### src/rtl/si5338_cfg_seq.sv
// Si5338 register-programming sequencer feeding the basic_iic byte master (Start_Sig/Done_Sig).
// Define SEQ_ID_CHECK_EN to read and verify the device ID before the table is walked.
module si5338_cfg_seq #(
   parameter int         N_ENTRIES   = 64,
   parameter int         ROM_AW      = 6,
   parameter int         TIMEOUT_CYC = 100000,
   parameter logic [7:0] ID_ADDR     = 8'd2,
   parameter logic [7:0] ID_VALUE    = 8'd38
) (
   input  logic              CLK,
   input  logic              RSTn,
   input  logic              start,
   output logic              busy,
   output logic              done,
   output logic              error,
   output logic [1:0]        err_code,
   output logic [7:0]        id_value,
   output logic [ROM_AW-1:0] rom_addr,
   input  logic [23:0]       rom_data,
   output logic [1:0]        iic_start,
   output logic [7:0]        iic_addr,
   output logic [7:0]        iic_wdata,
   input  logic [7:0]        iic_rdata,
   input  logic              iic_done,
   output logic              iic_rstn
);

   localparam logic [1:0]        START_WR    = 2'b01;
   localparam logic [1:0]        START_RD    = 2'b10;
   localparam logic [1:0]        ERR_TIMEOUT = 2'b01;
   localparam logic [1:0]        ERR_ID      = 2'b10;
   localparam logic [19:0]       TO_LAST     = 20'(TIMEOUT_CYC - 1);
   localparam logic [ROM_AW-1:0] LAST_IDX    = ROM_AW'(N_ENTRIES - 1);

   typedef enum logic [3:0] {
      IDLE, ID_RD, ID_CHK, FETCH, LATCH, RD, MERGE, WR, NEXT, FIN, RECOV, ERR
   } state_t;

`ifdef SEQ_ID_CHECK_EN
   localparam state_t FIRST_STATE = ID_RD;
`else
   localparam state_t FIRST_STATE = FETCH;
   logic [15:0] unusedIdParams_s;
   assign unusedIdParams_s = {ID_ADDR, ID_VALUE};
`endif

   function automatic logic [7:0] mergeByte(input logic [7:0] cur, input logic [7:0] val,
                                            input logic [7:0] msk);
      return (cur & ~msk) | (val & msk);
   endfunction

   state_t            state_r, nextState_s;
   logic              busy_r, busy_s, done_r, done_s, error_r, error_s;
   logic [1:0]        errCode_r, errCode_s;
   logic [7:0]        idValue_r, idValue_s;
   logic [ROM_AW-1:0] romAddr_r, romAddr_s;
   logic [1:0]        iicStart_r, iicStart_s;
   logic [7:0]        iicAddr_r, iicAddr_s, iicWdata_r, iicWdata_s;
   logic              iicRstn_r, iicRstn_s;
   logic [19:0]       toCnt_r, toCnt_s;
   logic              recovCnt_r, recovCnt_s;
   logic [7:0]        entData_r, entData_s, entMask_r, entMask_s, rdData_r, rdData_s;

   logic startOk_s, txnState_s, txnActive_s, txnDone_s, txnTimeout_s, lastEntry_s;

   // A transaction state spends one setup cycle with iic_start low before raising it.
   assign startOk_s    = start && ((state_r == IDLE) || (state_r == ERR));
   assign txnState_s   = (state_r == ID_RD) || (state_r == RD) || (state_r == WR);
   assign txnActive_s  = (iicStart_r != 2'b00);
   assign txnDone_s    = txnActive_s && iic_done;
   assign txnTimeout_s = txnActive_s && !iic_done && (toCnt_r == TO_LAST);
   assign lastEntry_s  = (romAddr_r == LAST_IDX);

   // State register
   always_ff @(posedge CLK or negedge RSTn) begin
      if (!RSTn) begin
         state_r <= IDLE;
      end else begin
         state_r <= nextState_s;
      end
   end

   // Next-state decode
   always_comb begin
      nextState_s = state_r;
      case (state_r)
         IDLE, ERR: begin
            if (start) nextState_s = FIRST_STATE;
            else       nextState_s = state_r;
         end
`ifdef SEQ_ID_CHECK_EN
         ID_RD: begin
            if (txnTimeout_s)   nextState_s = RECOV;
            else if (txnDone_s) nextState_s = ID_CHK;
            else                nextState_s = ID_RD;
         end
         ID_CHK: begin
            if (idValue_r == ID_VALUE) nextState_s = FETCH;
            else                       nextState_s = ERR;
         end
`endif
         FETCH: nextState_s = LATCH;
         LATCH: begin
            if (rom_data[7:0] == 8'h00)      nextState_s = NEXT;
            else if (rom_data[7:0] == 8'hFF) nextState_s = WR;
            else                             nextState_s = RD;
         end
         RD: begin
            if (txnTimeout_s)   nextState_s = RECOV;
            else if (txnDone_s) nextState_s = MERGE;
            else                nextState_s = RD;
         end
         MERGE: nextState_s = WR;
         WR: begin
            if (txnTimeout_s)   nextState_s = RECOV;
            else if (txnDone_s) nextState_s = NEXT;
            else                nextState_s = WR;
         end
         NEXT: begin
            if (lastEntry_s) nextState_s = FIN;
            else             nextState_s = FETCH;
         end
         FIN: nextState_s = IDLE;
         RECOV: begin
            if (recovCnt_r) nextState_s = ERR;
            else            nextState_s = RECOV;
         end
         default: nextState_s = IDLE;
      endcase
   end

   // Output and datapath next values; every output is registered from these
   always_comb begin
      busy_s     = (nextState_s != IDLE) && (nextState_s != ERR) && (nextState_s != FIN);
      done_s     = (nextState_s == FIN);
      iicRstn_s  = (nextState_s != RECOV);
      recovCnt_s = (state_r == RECOV) ? ~recovCnt_r : 1'b0;
      error_s    = error_r;
      errCode_s  = errCode_r;
      romAddr_s  = romAddr_r;
      idValue_s  = idValue_r;
      iicStart_s = iicStart_r;
      iicAddr_s  = iicAddr_r;
      iicWdata_s = iicWdata_r;
      toCnt_s    = toCnt_r;
      entData_s  = entData_r;
      entMask_s  = entMask_r;
      rdData_s   = rdData_r;

      if (startOk_s) begin
         error_s   = 1'b0;
         errCode_s = 2'b00;
         romAddr_s = '0;
      end else if ((nextState_s == ERR) && (state_r != ERR)) begin
         error_s   = 1'b1;
         errCode_s = (state_r == RECOV) ? ERR_TIMEOUT : ERR_ID;
      end else if ((state_r == NEXT) && !lastEntry_s) begin
         romAddr_s = romAddr_r + ROM_AW'(1);
      end else begin
         romAddr_s = romAddr_r;
      end

      if (txnDone_s || txnTimeout_s) begin
         iicStart_s = 2'b00;
      end else if (txnState_s && !txnActive_s) begin
         iicStart_s = (state_r == WR) ? START_WR : START_RD;
      end else begin
         iicStart_s = iicStart_r;
      end

      if (txnState_s && !txnActive_s) toCnt_s = 20'd0;
      else if (txnActive_s)           toCnt_s = toCnt_r + 20'd1;
      else                            toCnt_s = toCnt_r;

      if (state_r == LATCH) begin
         iicAddr_s  = rom_data[23:16];
         iicWdata_s = rom_data[15:8];
         entData_s  = rom_data[15:8];
         entMask_s  = rom_data[7:0];
      end else if (state_r == MERGE) begin
         iicWdata_s = mergeByte(rdData_r, entData_r, entMask_r);
`ifdef SEQ_ID_CHECK_EN
      end else if (startOk_s) begin
         iicAddr_s = ID_ADDR;
`endif
      end else begin
         iicAddr_s = iicAddr_r;
      end

      if ((state_r == RD) && txnDone_s) rdData_s = iic_rdata;
      else                              rdData_s = rdData_r;

`ifdef SEQ_ID_CHECK_EN
      if ((state_r == ID_RD) && txnDone_s) idValue_s = iic_rdata;
      else                                 idValue_s = idValue_r;
`endif
   end

   // Output and datapath registers
   always_ff @(posedge CLK or negedge RSTn) begin
      if (!RSTn) begin
         busy_r     <= 1'b0;
         done_r     <= 1'b0;
         error_r    <= 1'b0;
         errCode_r  <= 2'b00;
         idValue_r  <= 8'h00;
         romAddr_r  <= '0;
         iicStart_r <= 2'b00;
         iicAddr_r  <= 8'h00;
         iicWdata_r <= 8'h00;
         iicRstn_r  <= 1'b1;
         toCnt_r    <= 20'd0;
         recovCnt_r <= 1'b0;
         entData_r  <= 8'h00;
         entMask_r  <= 8'h00;
         rdData_r   <= 8'h00;
      end else begin
         busy_r     <= busy_s;
         done_r     <= done_s;
         error_r    <= error_s;
         errCode_r  <= errCode_s;
         idValue_r  <= idValue_s;
         romAddr_r  <= romAddr_s;
         iicStart_r <= iicStart_s;
         iicAddr_r  <= iicAddr_s;
         iicWdata_r <= iicWdata_s;
         iicRstn_r  <= iicRstn_s;
         toCnt_r    <= toCnt_s;
         recovCnt_r <= recovCnt_s;
         entData_r  <= entData_s;
         entMask_r  <= entMask_s;
         rdData_r   <= rdData_s;
      end
   end

   assign busy      = busy_r;
   assign done      = done_r;
   assign error     = error_r;
   assign err_code  = errCode_r;
   assign id_value  = idValue_r;
   assign rom_addr  = romAddr_r;
   assign iic_start = iicStart_r;
   assign iic_addr  = iicAddr_r;
   assign iic_wdata = iicWdata_r;
   assign iic_rstn  = iicRstn_r;

endmodule

### config.mk
export PLATFORM = sky130hd
export DESIGN_NAME = si5338_cfg_seq
export DESIGN_NICKNAME = d
export VERILOG_FILES = /design/src/rtl/si5338_cfg_seq.sv
export SDC_FILE = /design/constraint.sdc
export NUM_CORES = 1
export LEC_CHECK = 0
export ABC_AREA = 1
export BUFFER_PORTS_ARGS = -buffer_cell sky130_fd_sc_hd__buf_2
export CORE_MARGIN = 5
export CORE_UTILIZATION = 51
export DETAILED_ROUTE_END_ITERATION = 10
export PLACE_DENSITY = 0.82
export SYNTH_ARGS = -nofsm -noshare
export SYNTH_HDL_FRONTEND = slang
export SYNTH_SLANG_ARGS = --single-unit
### constraint.sdc
create_clock -name CLK -period 3.32 [get_ports CLK]
set_input_delay 0.664 -clock CLK [delete_from_list [all_inputs] [get_ports CLK]]
set_output_delay 0.664 -clock CLK [all_outputs]
set_load 0.02 [all_outputs]
[Word-level counts from Yosys, hierarchy flattened]
Index checks and enable logic that the tools add are counted.
Operators by class
  $add $sub $neg: 2
  equal/unequal tests: 19
  multiplexer cells: 26
  bitwise logic cells: 5
  reductions and logical operators: 28
Operator list (count)
  two-way mux 20 bit: 2
  one-hot mux 4 bit (8 select lines): 1
  two-way mux 4 bit: 6
  adder 20 x 1 -> 20 bit, second input constant: 1
  equality test 20 x 17 -> 1 bit, second input constant: 1
  equality test 4 bit, second input constant: 5
  two-way mux 6 bit: 3
  AND 8 bit: 2
  equality test 4 x 3 -> 1 bit, second input constant: 4
  two-way mux 2 bit: 8
  two-way mux 8 bit: 2
  inequality test 4 bit, second input constant: 4
  nonzero test 2 bit: 6
  logical AND 1 bit: 10
  equality test 8 bit, second input constant: 1
  zero test 8 bit: 1
  inverter 8 bit: 1
  bitwise OR 8 bit: 1
  adder 6 x 1 -> 6 bit, second input constant: 1
  equality test 6 bit, second input constant: 1
  equality test 4 x 1 -> 1 bit, second input constant: 1
  equality test 4 x 2 -> 1 bit, second input constant: 1
  zero test 4 bit: 1
  logical OR 1 bit: 4
  other kinds (7): 12
Word-level totals
  flip-flop bits (word level): 79
  bits of input ports: 36
  output and inout bits: 38
  logic and storage cells: 95

[Logic depth before layout (Yosys ltp)]
  depth after elaboration: 9
  gate-level depth with buffers: 12
  mapped depth without buffers: 12

[Worst setup path after synthesis]
Ideal clock, no wire load.
  path type: register to register
  start point: reg romAddr_r[1], in the netlist rom_addr[1]
  end point: reg busy_r, in the netlist busy
  data arrival time: 1.493 ns
  path slack: 1.715 ns
  stages on the path, launching flop included: 11
  period minus slack after synthesis: 1.605 ns
  path through: dfrtp_1 -> ha_1 -> nand3_1 -> o21ai_1 -> nand3_1 -> nor2_1 -> nand2_1 -> nor2_1 -> nand3_1 -> nand2_1 -> inv_1
On the way
  word-level cells in the longest chain between the ends: 6
  elaborated cells between the ends (all ways): 8
  those cells by class: 3 x eq/ne; 2 x mux; 3 x reduce/logical
Ends and longest elaborated chain
  start, declared: RTL line 56  | logic [ROM_AW-1:0] romAddr_r, romAddr_s;
  start signal, assigned: RTL line 223  | romAddr_r <= romAddr_s;
  equality test 6 bit *: RTL line 72  | assign lastEntry_s = (romAddr_r == LAST_IDX);
  two-way mux 4 bit *: RTL line 120  | if (lastEntry_s) nextState_s = FIN;
  one-hot mux 4 bit (8 select lines) *: RTL line 86  | case (state_r)
  inequality test 4 bit or nonzero test 4 bit (tied branches): RTL line 134  | busy_s = (nextState_s != IDLE) && (nextState_s != ERR) && (nextState_s != FIN);
  logical AND 1 bit: RTL line 134
  logical AND 1 bit *: RTL line 134
  net busy_s: RTL line 53  | logic busy_r, busy_s, done_r, done_s, error_r, error_s;
  end signal, assigned: RTL line 218  | busy_r <= busy_s;
  end, declared: RTL line 53
Mark *: on every way through the listed nets, which the timed path passes. The rest lies on a longest branch.
A chain may end at the register's enable or synchronous reset.

[Worst setup path after layout]
  start point: reg romAddr_r[0], in the netlist rom_addr[0]
  end point: reg busy_r, in the netlist busy
Same word-level chain as after synthesis.

==> impl_metrics.ini <==
[clocking]
clk_latency_ps = 340
path_clk_slew_ps = 80
numCtsBuffers = 9
ctsHoldBuffers = 0
htree_num_levels = 3
numClockSinks = 79
post-cts-setup-buffers = 0
cts_tree = yes
ctsResizeCount = 0
root_buffer = clkbuf_8
clk_path_buf_depth = 2

[grt]
track_usage = 0.1816
antenna_found_initial = 0
use_met2 = 0.2941
top_usage_layer = met2
grt_start_max_net_pins = 80
grt_util_met3 = 0.03518
grt_pass1_wl_um = 14360
grt_util_met1 = 0.2416
grt_pass1_vias = 3172
grt-ovfl-total = 0

[run]
drv_cap = 0

[critical_path]
crit_fanout = 11
crit_arrival_ps = 2260
start_kind = flip-flop
cpPeakStageDelay_ps = 540
path_cells = ha_1 > nand3_1 > o21ai_1 > nand3_1 > nor2_1 > nand2_1 > nor2_1 > nand3_1 > nand2_1 > inv_1
worst_setup_path_end_kind = flip-flop
required_ps = 3560
crit_path_top_delay_cell = o21ai_1
reg2reg_slack_ps = 1300
critPathKind = flip-flop to flip-flop
timing.rr.start = rom_addr[0]
crit_path_start = rom_addr[0]
reg2reg_to = busy
cp_num_buf_inv = 1
cp_common_cell = nand3_1
r2r_cells = 10
cp_top_family = simple AND/OR/NAND/NOR gates

[placed_design]
routabilityCongestion = 0.8700
hpwlAfterDp_um = 6029
portBuffers = 65

[timing]
tightest_slew_ps = 967.3
skew_ps = 9.574
tns_ps = 0
hold_violations = 0
fin_crit_sh = 0.6090
min_period_ps = 2022
slew_viol_final = 0
setup_viol = 0
clock.fmax_ghz = 0.4946
grt_setup_unrepaired = false
max_slew_margin = 0.3551

[drt]
wl_um = 8371
drt_iter0_markers = 228
vias_per_cell = 5.120
postRouteAntennaNets = 0
drcViolationCount = 0
detailedRoute.firstPassIterationCount = 5
vias = 3359
wl_per_cell_um = 12.76

[yosys]
yosysWarnings = 0
synth_edf_count = 0
synthCells = 483
syn_avg_cell_area_um2 = 8.015
netlist_area_mm2 = 0.003871
yosysTopAreaCell = dfrtp_1
ys_types = 36
synthTopCellsByArea = dfrtp_1 50%, nand2_1 14%, nand3_1 5.4%, inv_1 4.5%, nor2_1 3.9%
synth.top_cell.area_share = 0.5042
seq_area_frac_synth = 0.5110
postSynth.asyncResetShare = 1.000
synth-seq-cells = 79
ys.flop_type = dfrtp_1

[cells_and_area]
syn_to_final_growth_pct = 15.48
layout-drive-gt1-share = 0.1921
insertedDiodeCount = 0
final_core_util = 0.6098
nets = 590

[floorplan]
start_util = 0.5281
fp.dieH_um = 97.13
rows = 31
core_mm2 = 0.007331
dieArea_mm2 = 0.009433
ioPinCount = 74
die_x_um = 97.13

[worst_hold_path]
whs_endpoint = recovCnt_r
hold_path_startpoint = recovCnt_r
min_path_cells = 1
min_path_type = flip-flop to flip-flop

[power_and_ir_drop]
powerDensity_mw_per_mm2 = 769.3
ir_drop_v = 0.0002500
total_leakage_power_nw = 2.271

[run_status]
outcome = finished, final reports clean
## layout make-up
cell class / instances / area (µm²)
Clock buffer: 12 / 155.1
Sequential cell: 79 / 1978
Fill cell: 636 / 2860
Multi-Input combinational cell: 342 / 1615
Tap cell: 99 / 123.9
Timing Repair Buffer: 67 / 342.8
Inverter: 53 / 201.4
Clock inverter: 4 / 53.80
## cells by family (layout without fill, tap and decap cells)
logic type,count (synthesis),in the layout,synth area share
simple gates,257,257,0.2922
buf+inv,69,136,0.07854
xor+xnor,4,4,0.009051
fa+ha+maj,2,2,0.006463
flops,79,79,0.5110
compound gates,71,71,0.1018
other cells,1,8,0.0009687
## worst register-to-register path, stage by stage (launching register included)
cell and delay [ps]:
dfrtp_1 390, ha_1 200, nand3_1 130, o21ai_1 540
nand3_1 130, nor2_1 120, nand2_1 60, nor2_1 160
nand3_1 90, nand2_1 70, inv_1 40
## layout by cell type (no fill, tap or decap), types with 2 or more instances in the layout
master      count
buf_2          64
nor3_1          2
o21a_1          8
xor2_1          3
nor2_2          8
o21ai_1         8
inv_2           6
clkbuf_8       11
o21ai_0        29
inv_1          46
ha_1            2
clkinvlp_4      2
buf_4           3
nor2_4          3
nand2_4         2
nand3_1        42
o22ai_1         2
nand4_1         7
dfrtp_1        78
nor4_1          2
conb_1          8
a21oi_1        21
nor2_1         40
nand2_1       145
## how the worst max path moves through the flow
stage                       to  slack, ps  cells past startpoint
after CTS                 busy       1290                     10
final                     busy       1300                     10
after global routing      busy       1080                     10
after detailed placement  busy       1310                     10
after global placement    busy       1400                     10
after floorplan           busy       1710                     10
## flip-flops by register name (all words and copies together) (netlist names)
register,flops
toCnt_r,20
done,1
busy,1
iic_start,2
state_r,4
error,1
rom_addr,6
entMask_r,8
recovCnt_r,1
rdData_r,8
err_code,2
entData_r,8
iic_wdata,8
iic_addr,8
iic_rstn,1
## power by group
group | switching, mW | leakage, nW | internal, mW
logic | 0.836 | 1.16 | 0.437
registers | 0.178 | 1.02 | 1.26
clock network | 0.338 | 0.0988 | 0.390
total | 1.35 | 2.27 | 2.09
## synth_stat cells (6+ instances only)
library cell / count
o21a_1: 8
nor2_2: 8
nand4_1: 7
nor2_1: 40
nand2_1: 145
inv_1: 46
nand3_1: 42
o21ai_1: 8
buf_4: 8
o21ai_0: 29
inv_2: 6
dfrtp_1: 78
a21oi_1: 21
## layer usage
metal,vias to the layer above,share of wire
met2,103,0.48
met3,13,0.059
li1,1671,-
met4,0,0.016
met1,1572,0.45
met5,-,0
## per-stage QoR
stage / power, mW / instances / setup WS, ps / hold WS [ps] / area, µm²
floorplan: 2.384 / 490 / 1715 / 368.4 / 3897
global route: 3.716 / 656 / 1077 / 461.0 / 4471
detailed placement: 2.736 / 640 / 1307 / 422.2 / 4262
finish: 3.439 / 656 / 1298 / 433.8 / 4471
CTS: 3.471 / 656 / 1291 / 433.5 / 4471
global placement: 2.684 / 640 / 1397 / 426.1 / 4262
Power figures use the tool's default switching activity.
